### src/rtl/uart_pkg.sv
// Shared UART definitions: parity modes, TX/RX state encodings and helper functions.
package uart_pkg;

    localparam int PAR_NONE = 0;
    localparam int PAR_ODD  = 1;
    localparam int PAR_EVEN = 2;

    typedef enum logic [2:0] {
        TX_IDLE,
        TX_START,
        TX_DATA,
        TX_PARITY,
        TX_STOP
    } tx_state_e;

    typedef enum logic [2:0] {
        RX_IDLE,
        RX_START,
        RX_DATA,
        RX_PARITY,
        RX_STOP,
        RX_WAIT_IDLE
    } rx_state_e;

    // Rounded clocks per oversample tick, never below 1.
    function automatic int unsigned baud_div(input int unsigned clk_freq, input int unsigned baud);
        int unsigned d;
        d = (clk_freq + 8 * baud) / (16 * baud);
        return (d < 1) ? 1 : d;
    endfunction

    function automatic logic parity_bit(input logic [7:0] data, input int mode);
        case (mode)
            PAR_ODD:  return ~(^data);
            PAR_EVEN: return ^data;
            default:  return 1'b0;
        endcase
    endfunction

endpackage

### src/rtl/uart_baud_gen.sv
// 16x oversample tick generator; clr holds the phase at zero so a frame starts bit-aligned.
module uart_baud_gen
    import uart_pkg::*;
#(
    parameter int unsigned CLK_FREQ = 20_000_000,
    parameter int unsigned BAUD     = 9600
) (
    input  logic hclk,
    input  logic rst,
    input  logic clr,
    output logic tick16
);

    localparam int unsigned DIV = baud_div(CLK_FREQ, BAUD);
    localparam int unsigned CW  = (DIV > 1) ? $clog2(DIV) : 1;
    localparam logic [CW-1:0] LAST = CW'(DIV - 1);

    logic [CW-1:0] cnt_q, cnt_d;

    always_comb begin
        cnt_d = cnt_q + CW'(1);
        if (clr || cnt_q == LAST) cnt_d = '0;
    end

    always_ff @(posedge hclk or posedge rst) begin
        if (rst) cnt_q <= '0;
        else     cnt_q <= cnt_d;
    end

    assign tick16 = !clr && (cnt_q == LAST);

endmodule

### src/rtl/uart_core_cfg.sv
// Configurable UART: independent TX and RX engines, 16x oversampling, optional parity.
module uart_core_cfg
    import uart_pkg::*;
#(
    parameter int unsigned CLK_FREQ  = 20_000_000,
    parameter int unsigned BAUD      = 9600,
    parameter int          DATA_BITS = 8,
    parameter int          PARITY    = 0,
    parameter int          STOP_BITS = 1
) (
    input  logic                 hclk,
    input  logic                 rst,
    input  logic                 rx,
    output logic                 tx,
    input  logic [DATA_BITS-1:0] tx_data,
    input  logic                 tx_start,
    output logic                 tx_busy,
    output logic [DATA_BITS-1:0] rx_data,
    output logic                 rx_ready,
    output logic                 rx_frame_err,
    output logic                 rx_parity_err
);

    localparam logic [2:0] LAST_BIT  = 3'(DATA_BITS - 1);
    localparam logic       LAST_STOP = (STOP_BITS == 2);
    localparam bit         HAS_PAR   = (PARITY != PAR_NONE);

    tx_state_e            tx_state_q;
    logic [3:0]           tx_tick_q;
    logic [2:0]           tx_bit_q;
    logic                 tx_stop_q;
    logic [DATA_BITS-1:0] tx_shift_q;
    logic                 tx_par_q;
    logic                 tx_q;
    logic                 tx_busy_q;
    logic                 tx_idle;
    logic                 tx_tick16;

    rx_state_e            rx_state_q;
    logic [1:0]           rx_sync_q;
    logic                 rx_prev_q;
    logic                 rx_s;
    logic [3:0]           rx_tick_q;
    logic [2:0]           rx_bit_q;
    logic [DATA_BITS-1:0] rx_shift_q;
    logic                 rx_par_bad_q;
    logic [DATA_BITS-1:0] rx_data_q;
    logic                 rx_ready_q;
    logic                 rx_ferr_q;
    logic                 rx_perr_q;
    logic                 rx_idle;
    logic                 rx_tick16;

    assign tx_idle = (tx_state_q == TX_IDLE);
    assign rx_idle = (rx_state_q == RX_IDLE);
    assign rx_s    = rx_sync_q[1];

    // Each engine owns a divider, restarted while idle, so bit timing is frame-aligned.
    uart_baud_gen #(.CLK_FREQ(CLK_FREQ), .BAUD(BAUD)) u_tx_baud (
        .hclk(hclk), .rst(rst), .clr(tx_idle), .tick16(tx_tick16)
    );

    uart_baud_gen #(.CLK_FREQ(CLK_FREQ), .BAUD(BAUD)) u_rx_baud (
        .hclk(hclk), .rst(rst), .clr(rx_idle), .tick16(rx_tick16)
    );

    always_ff @(posedge hclk or posedge rst) begin
        if (rst) begin
            tx_state_q <= TX_IDLE;
            tx_tick_q  <= '0;
            tx_bit_q   <= '0;
            tx_stop_q  <= 1'b0;
            tx_shift_q <= '0;
            tx_par_q   <= 1'b0;
            tx_q       <= 1'b1;
            tx_busy_q  <= 1'b0;
        end else if (tx_state_q == TX_IDLE) begin
            if (tx_start) begin
                tx_shift_q <= tx_data;
                tx_par_q   <= parity_bit(8'(tx_data), PARITY);
                tx_tick_q  <= '0;
                tx_q       <= 1'b0;
                tx_busy_q  <= 1'b1;
                tx_state_q <= TX_START;
            end
        end else if (tx_tick16) begin
            tx_tick_q <= tx_tick_q + 4'd1;
            if (tx_tick_q == 4'd15) begin
                case (tx_state_q)
                    TX_START: begin
                        tx_state_q <= TX_DATA;
                        tx_q       <= tx_shift_q[0];
                        tx_shift_q <= tx_shift_q >> 1;
                        tx_bit_q   <= '0;
                    end
                    TX_DATA: begin
                        if (tx_bit_q == LAST_BIT) begin
                            if (HAS_PAR) begin
                                tx_state_q <= TX_PARITY;
                                tx_q       <= tx_par_q;
                            end else begin
                                tx_state_q <= TX_STOP;
                                tx_q       <= 1'b1;
                                tx_stop_q  <= 1'b0;
                            end
                        end else begin
                            tx_bit_q   <= tx_bit_q + 3'd1;
                            tx_q       <= tx_shift_q[0];
                            tx_shift_q <= tx_shift_q >> 1;
                        end
                    end
                    TX_PARITY: begin
                        tx_state_q <= TX_STOP;
                        tx_q       <= 1'b1;
                        tx_stop_q  <= 1'b0;
                    end
                    TX_STOP: begin
                        if (tx_stop_q == LAST_STOP) begin
                            tx_state_q <= TX_IDLE;
                            tx_busy_q  <= 1'b0;
                        end else begin
                            tx_stop_q <= 1'b1;
                        end
                    end
                    default: tx_state_q <= TX_IDLE;
                endcase
            end
        end
    end

    always_ff @(posedge hclk or posedge rst) begin
        if (rst) begin
            rx_state_q   <= RX_IDLE;
            rx_sync_q    <= '1;
            rx_prev_q    <= 1'b1;
            rx_tick_q    <= '0;
            rx_bit_q     <= '0;
            rx_shift_q   <= '0;
            rx_par_bad_q <= 1'b0;
            rx_data_q    <= '0;
            rx_ready_q   <= 1'b0;
            rx_ferr_q    <= 1'b0;
            rx_perr_q    <= 1'b0;
        end else begin
            rx_sync_q  <= {rx_sync_q[0], rx};
            rx_prev_q  <= rx_s;
            rx_ready_q <= 1'b0;
            case (rx_state_q)
                RX_IDLE: begin
                    if (rx_prev_q && !rx_s) begin
                        rx_state_q   <= RX_START;
                        rx_tick_q    <= '0;
                        rx_par_bad_q <= 1'b0;
                    end
                end
                // Break/line-low keeps restarting the high-time count.
                RX_WAIT_IDLE: begin
                    if (!rx_s) begin
                        rx_tick_q <= '0;
                    end else if (rx_tick16) begin
                        rx_tick_q <= rx_tick_q + 4'd1;
                        if (rx_tick_q == 4'd15) rx_state_q <= RX_IDLE;
                    end
                end
                RX_START: begin
                    if (rx_tick16) begin
                        rx_tick_q <= rx_tick_q + 4'd1;
                        if (rx_tick_q == 4'd7) begin
                            rx_tick_q <= '0;
                            rx_bit_q  <= '0;
                            if (rx_s) rx_state_q <= RX_IDLE;
                            else      rx_state_q <= RX_DATA;
                        end
                    end
                end
                RX_DATA: begin
                    if (rx_tick16) begin
                        rx_tick_q <= rx_tick_q + 4'd1;
                        if (rx_tick_q == 4'd15) begin
                            rx_shift_q <= {rx_s, rx_shift_q[DATA_BITS-1:1]};
                            if (rx_bit_q != LAST_BIT) rx_bit_q <= rx_bit_q + 3'd1;
                            else if (HAS_PAR)         rx_state_q <= RX_PARITY;
                            else                      rx_state_q <= RX_STOP;
                        end
                    end
                end
                RX_PARITY: begin
                    if (rx_tick16) begin
                        rx_tick_q <= rx_tick_q + 4'd1;
                        if (rx_tick_q == 4'd15) begin
                            rx_par_bad_q <= rx_s ^ parity_bit(8'(rx_shift_q), PARITY);
                            rx_state_q   <= RX_STOP;
                        end
                    end
                end
                RX_STOP: begin
                    if (rx_tick16) begin
                        rx_tick_q <= rx_tick_q + 4'd1;
                        if (rx_tick_q == 4'd15) begin
                            rx_data_q  <= rx_shift_q;
                            rx_ferr_q  <= !rx_s;
                            rx_perr_q  <= rx_par_bad_q;
                            rx_ready_q <= 1'b1;
                            if (rx_s) rx_state_q <= RX_IDLE;
                            else      rx_state_q <= RX_WAIT_IDLE;
                        end
                    end
                end
                default: rx_state_q <= RX_IDLE;
            endcase
        end
    end

    assign tx            = tx_q;
    assign tx_busy       = tx_busy_q;
    assign rx_data       = rx_data_q;
    assign rx_ready      = rx_ready_q;
    assign rx_frame_err  = rx_ferr_q;
    assign rx_parity_err = rx_perr_q;

endmodule

### config.mk
export PLATFORM = sky130hd
export DESIGN_NAME = uart_core_cfg
export DESIGN_NICKNAME = d
export VERILOG_FILES = /design/src/rtl/uart_pkg.sv /design/src/rtl/uart_baud_gen.sv /design/src/rtl/uart_core_cfg.sv
export SDC_FILE = /design/constraint.sdc
export NUM_CORES = 1
export LEC_CHECK = 0
export CORE_MARGIN = 2
export CORE_UTILIZATION = 55
export DETAILED_ROUTE_END_ITERATION = 10
export GPL_TIMING_DRIVEN = 1
export PLACE_DENSITY_LB_ADDON = 0.05
export SYNTH_ARGS = -nofsm -noshare
export SYNTH_HDL_FRONTEND = slang
export SYNTH_SLANG_ARGS = --single-unit
### constraint.sdc
create_clock -name hclk -period 3.05 [get_ports hclk]
set_input_delay 0.7625 -clock hclk [delete_from_list [all_inputs] [get_ports hclk]]
set_output_delay 0.7625 -clock hclk [all_outputs]
set_load 0.005 [all_outputs]
### Yosys cells after proc, flatten, opt, wreduce, memory -nomap -nowiden

Index checks and enable logic that the tools add are counted.

| word-level totals | value |
|---|---|
| memory bits (read-only) | 0 |
| flip-flop bits (word level) | 70 |
| input port bits | 12 |
| word-level logic and storage cells | 172 |
| memories kept | 0 |
| bits in latches | 0 |
| output and inout port bits | 13 |
| RAM bits | 0 |

| operators by class | value |
|---|---|
| multiply operators | 0 |
| magnitude comparators | 0 |
| shift operators | 0 |
| muxes and demuxes | 73 |
| div/mod/pow operators | 0 |
| eq/ne operators | 37 |
| bitwise gates (word level) | 2 |
| reduce and logical (&&, ||, !) cells | 34 |
| $add $sub $neg | 6 |

Operators by type and width:

| operator | number |
|---|---|
| 3-bit 2-to-1 mux | 26 |
| 8-bit 2-to-1 mux | 7 |
| 2-bit != test (second input constant) | 17 |
| 4-bit 2-to-1 mux | 8 |
| 5-bit AND reduction | 5 |
| 1-bit 2-to-1 mux | 22 |
| 3-bit one-hot mux with 6 select lines | 1 |
| 8-bit by 1-bit adder with 8-bit output (second input constant) | 2 |
| 8-bit == test (second input constant) | 2 |
| 4-bit one-hot mux with 4 select lines | 1 |
| 8-bit one-hot mux with 2 select lines | 1 |
| 13-bit AND reduction | 1 |
| 3-bit by 2-bit == test with 1-bit output (second input constant) | 4 |
| 3-bit == test (second input constant) | 4 |
| 3-bit one-hot mux with 2 select lines | 2 |
| 3-bit one-hot mux with 4 select lines | 1 |
| 2-bit nonzero test | 6 |
| 3-bit by 2-bit != test with 1-bit output (second input constant) | 3 |
| 3-bit AND reduction | 3 |
| 4-bit by 1-bit adder with 4-bit output (second input constant) | 2 |
| 4-bit == test (second input constant) | 2 |
| 4-bit AND reduction | 2 |
| 4-bit nonzero test | 2 |
| 3-bit by 1-bit adder with 3-bit output (second input constant) | 2 |
| 17 further kinds | 26 |

### Logic depth before layout (Yosys ltp)

| depth | value |
|---|---|
| depth in word-level cells | 9 |
| depth in mapped cells | 8 |
| gate-level depth less buffers | 7 |

### Cells and area by module

From an unflattened synthesis, not the netlist that was laid out.

| second synthesis, totals | value |
|---|---|
| cell total of the unflattened synthesis | 323 |
| area total of the unflattened synthesis | 3,477.1 sq um |

By module, submodules not included:

| module | sequential area each (sq um) | instances | area an instance (sq um) | cells each |
|---|---|---|---|---|
| uart_core_cfg | 1,331.3 | 1 | 2,678.8 | 241 |
| uart_baud_gen | 200.2 | 2 | 399.1 | 41 |

### Worst setup path after synthesis

Ideal clock, no wire load.

| timing | value |
|---|---|
| kind | flip-flop to flip-flop |
| from | reg u_rx_baud.cnt_q[5] |
| to | reg rx_shift_q[0] |
| period minus slack after synthesis | 1.782 ns |
| stages on the path, launching flop included | 5 |
| setup slack | 1.268 ns |
| required time | 2.925 ns |
| setup time | 0.125 ns |
| arrival time | 1.657 ns |
| buffers on the path | 0 |
| path through | dfrtp_1 > nor4b_4 > nand3_2 > nor3_4 > mux2_2 |

| between the ends | value |
|---|---|
| word-level cells in the longest chain between the ends | 3 |

Ends and longest elaborated chain:

| item | line | text |
|---|---|---|
| start: declaration | uart_baud_gen.sv:18 | `logic [CW-1:0] cnt_q, cnt_d;` |
| start signal: assignment | uart_baud_gen.sv:27 | `else cnt_q <= cnt_d;` |
| 8-bit == test | uart_baud_gen.sv:30 | `assign tick16 = !clr && (cnt_q == LAST);` |
| 1-bit logical AND | uart_baud_gen.sv:30 |  |
| 3-bit AND reduction (no line) | -- |  |
| end signal: assignment | uart_core_cfg.sv:180 | `rx_shift_q <= {rx_s, rx_shift_q[DATA_BITS-1:1]};` |
| end: declaration | uart_core_cfg.sv:45 | `logic [DATA_BITS-1:0] rx_shift_q;` |

No other way between the ends.
A chain may end at the register's enable or synchronous reset.

### Worst setup path in the final report

| timing | value |
|---|---|
| from | reg u_rx_baud.cnt_q[5] |
| to | reg rx_data_q[2], in the netlist rx_data[2] |

| between the ends | value |
|---|---|
| word-level cells in the longest chain between the ends | 3 |

Ends and longest elaborated chain:

| item | line | text |
|---|---|---|
| 8-bit == test | uart_baud_gen.sv:30 |  |
| 1-bit logical AND | uart_baud_gen.sv:30 |  |
| 3-bit AND reduction (no line) | -- |  |
| end signal: assignment | uart_core_cfg.sv:200 | `rx_data_q <= rx_shift_q;` |
| end: declaration | uart_core_cfg.sv:47 | `logic [DATA_BITS-1:0] rx_data_q;` |

No other way between the ends.

==> out/metrics.yaml <==
status: "finished, final reports clean"
synth_adder_area_share_pct: 3.71
synth_area_um2: 3380
p_comb_share_pct: 13.9
antennaDiodeCount: 0
die_h_um: 82.4
post-cts-setup-buffers: 0
ys_warn_count: 0
synth_top_family_by_area: "simple AND/OR/NAND/NOR gates"
syn_avg_cell_area_um2: 11.4
busiest_layer: "met2"
synth_xor_area_share_pct: 4.15
wl_um: 5900
p_seq_share_pct: 48.6
ctsLongestPathBuffers: 2
rows: 28
async_reset_ff_share_pct: 100
synth_edf_count: 0
start_kind: "flip-flop"
crit_slowest_cell: "nand4_2"
post_cts_resized: 0
die-area_um2: 6780
port_buffers: 24
syn_inst: 296
setup_tns_ns: 0
clock-sinks: 69
cp.required_ns: 3.28
grtUsageMet3_pct: 5.22
antenna_found_initial: 0
drcViolationCount: 0
grtUsageMet1_pct: 27.2
synth_compound_area_share_pct: 12.7
cts_max_level: 3
min_to: "rx_sync_q[1]"
r2r-start: "u_rx_baud.cnt_q[5]"
p_leak_nw: 1.79
synthTopCellsByCount: "dfrtp_1 (65), nor2_1 (26), nand2_1 (21)"
via_per_inst: 5.69
yosys.area.top_type: "dfrtp_1"
synth_area_leaders: "dfrtp_1 (48%), mux2_2 (4.7%), ha_1 (3.7%), dfstp_2 (3.1%), mux2_4 (3.1%)"
setup_viol: 0
path_cells: "nor4b_4, and3_1, nand4_2, mux2_4"
clk_latency_ns: 0.34
core_um2: 5920
yosysMostFrequentCell: "dfrtp_1"
gr-total-overflow: 0
drt-initial-drc-count: 138
grt_pass1_vias: 2182
placed_cell_area_um2: 3680
track_usage_pct: 19.8
crit_type: "reg -> reg"
synth_mux_area_share_pct: 8.08
hpwlAfterDp_um: 4010
multiInputGateArea_um2: 1570
io_pins: 25
synth_top_area_share_pct: 48.2
cts-hold-fix-buffers: 0
initial_core_util_pct: 57.0
worstPathMaxFanout: 12
place_congestion: 0.809
internal_power_mw: 1.56
powerDensity_nw_per_um2: 552
area_delta_synth_final_pct: 15.4
avgRoutedWirePerCell_um: 14.6
final_nets: 345
worst_slew_pin_slew_ns: 0.850
p_switching_uw: 593
clock-root-buffer: "clkbuf_8"
synth_seq_cells: 69
drv_cap: 0
r2r_slack_ns: 0.87
clkPwrFrac_pct: 37.5
syn_nets: 318
grt_use_met2_pct: 29.8
clock.fmax_ghz: 0.460
seq_area_um2: 1730
rr_worst_depth: 4
fill_cells: 466
fin_crit_ns: 2.18
cts_buffers: 9
post_synth_num_cell_types: 60
r2r_end: "rx_data[2]"
vias: 2294
yosys.area_share.simple_pct: 17.8
ir_drop_v: 0.000410
hold_class: "reg -> reg"
hold_start: "rx_sync_q[0]"
hold_depth: 0
clkTransAtPathRegs_ns: 0.08
chipWidth_um: 82.4
ant_nets: 0
design_area_um2: 3900
synthFlopType: "dfrtp_1"
swShare_pct: 27.5
end_kind: "flip-flop"
drv_slew: 0
cts_tree: "yes"
fin_crit_sh_pct: 71.3
cp.arrival_ns: 2.41
rsz0062_at_grt: "false"
hold_violations: 0
seq_area_frac_synth_pct: 51.3
final_layout_size_suffix_gt1_share_pct: 16.5
grt_max_degree: 70
grt_pass1_wl_um: 10000
worst_clock_skew_ns: 0.00809
relSlewSlack_pct: 42.9
first_pass_iters: 4
cp_slowest_stage_delay_ns: 0.46
critical path: cells and delay by family (launching register included):
kind,cells,cell delay [ns]
mux,1,0.45
flops,1,0.44
simple gates,3,1.18
flip-flops by register name, indices dropped and copies added (netlist names), 2 cells and up:
register	count
rx_sync_q	2
u_rx_baud.cnt_q	8
rx_data	8
tx_bit_q	3
u_tx_baud.cnt_q	8
tx_tick_q	4
rx_state_q	3
tx_state_q	3
rx_shift_q	8
tx_shift_q	8
rx_bit_q	3
rx_tick_q	4
layer usage:
layer / part of all wire, % / vias to the layer above
li1: - / 1129
met1: 49 / 1123
met2: 46 / 36
met3: 3.7 / 6
met4: 1.2 / 0
met5: 0 / -
worst max path at each step:
stage	start	end	cells after the start
CTS	tx_state_q[1]	tx_shift_q[4]	5
floorplan	rst	rx_bit_q[0]	1
global placement	tx_start	tx_shift_q[6]	5
global route	tx_state_q[1]	tx_shift_q[3]	5
finish	u_rx_baud.cnt_q[5]	rx_data[2]	4
detailed placement	tx_start	tx_shift_q[4]	5
metrics by stage:
stage	cells	setup slack (ns)	hold WS (ns)	util [%]	total power, mW
floorplan	296	0.554	0.345	-	1.28
global placement	387	0.880	0.355	62.2	1.36
detailed placement	387	0.824	0.355	62.2	1.36
CTS	403	0.877	0.375	65.8	2.18
global route	403	0.606	0.387	65.8	2.29
finish	403	0.874	0.374	65.8	2.15
power groups by stage:
stage	Clock, mW	Sequential, mW	Combinational, mW
3_3_place_gp	0	1.06	0.295
5_1_grt	0.882	1.06	0.347
6_report	0.807	1.05	0.300
2_1_floorplan	0	1.03	0.242
3_5_place_dp	0	1.06	0.300
4_1_cts	0.831	1.04	0.302
cell type report:
| type | instances | area share (%) |
|---|---|---|
| Clock buffer | 11 | 3.37 |
| Multi-Input combinational cell | 211 | 40.3 |
| Clock inverter | 5 | 2.18 |
| Sequential cell | 69 | 44.4 |
| Tap cell | 75 | 2.41 |
| Timing Repair Buffer | 25 | 6.68 |
| Inverter | 7 | 0.674 |
logic make-up (layout without fill, tap and decap cells):
family,after synthesis,count (layout)
XOR/XNOR,16,16
AND/OR/NAND/NOR,104,104
flip-flops,69,69
adder cells (fa/ha/maj),10,10
multiplexers,22,22
buffers and inverters,16,48
AO/OA/AOI/OAI,59,59
layout by cell type, fill, tap and decap left out, types with 2 or more instances in the layout:
| cell | Yosys | layout |
|---|---|---|
| a21o_1 | 2 | 2 |
| a21oi_1 | 9 | 9 |
| a2bb2oi_1 | 7 | 7 |
| a31oi_1 | 2 | 2 |
| a32o_1 | 2 | 2 |
| and2_1 | 3 | 3 |
| and3_1 | 12 | 12 |
| and4_1 | 2 | 2 |
| bufinv_16 | 0 | 2 |
| clkbuf_1 | 2 | 2 |
| clkbuf_8 | 0 | 9 |
| clkdlybuf4s50_1 | 0 | 24 |
| dfrtp_1 | 65 | 65 |
| dfstp_2 | 4 | 4 |
| ha_1 | 10 | 10 |
| inv_1 | 7 | 6 |
| mux2_2 | 14 | 14 |
| mux2_4 | 7 | 7 |
| nand2_1 | 21 | 21 |
| nand2b_1 | 3 | 3 |
| nand3_1 | 10 | 10 |
| nand4_1 | 3 | 3 |
| nor2_1 | 26 | 26 |
| nor2b_1 | 2 | 2 |
| nor3_1 | 4 | 4 |
| nor3_2 | 3 | 3 |
| nor4b_1 | 2 | 2 |
| o21ai_0 | 11 | 11 |
| o22ai_1 | 8 | 8 |
| o31ai_1 | 2 | 2 |
| or3_1 | 4 | 4 |
| xnor2_1 | 4 | 4 |
| xor2_1 | 12 | 12 |
(Power assumes the default switching activity.)
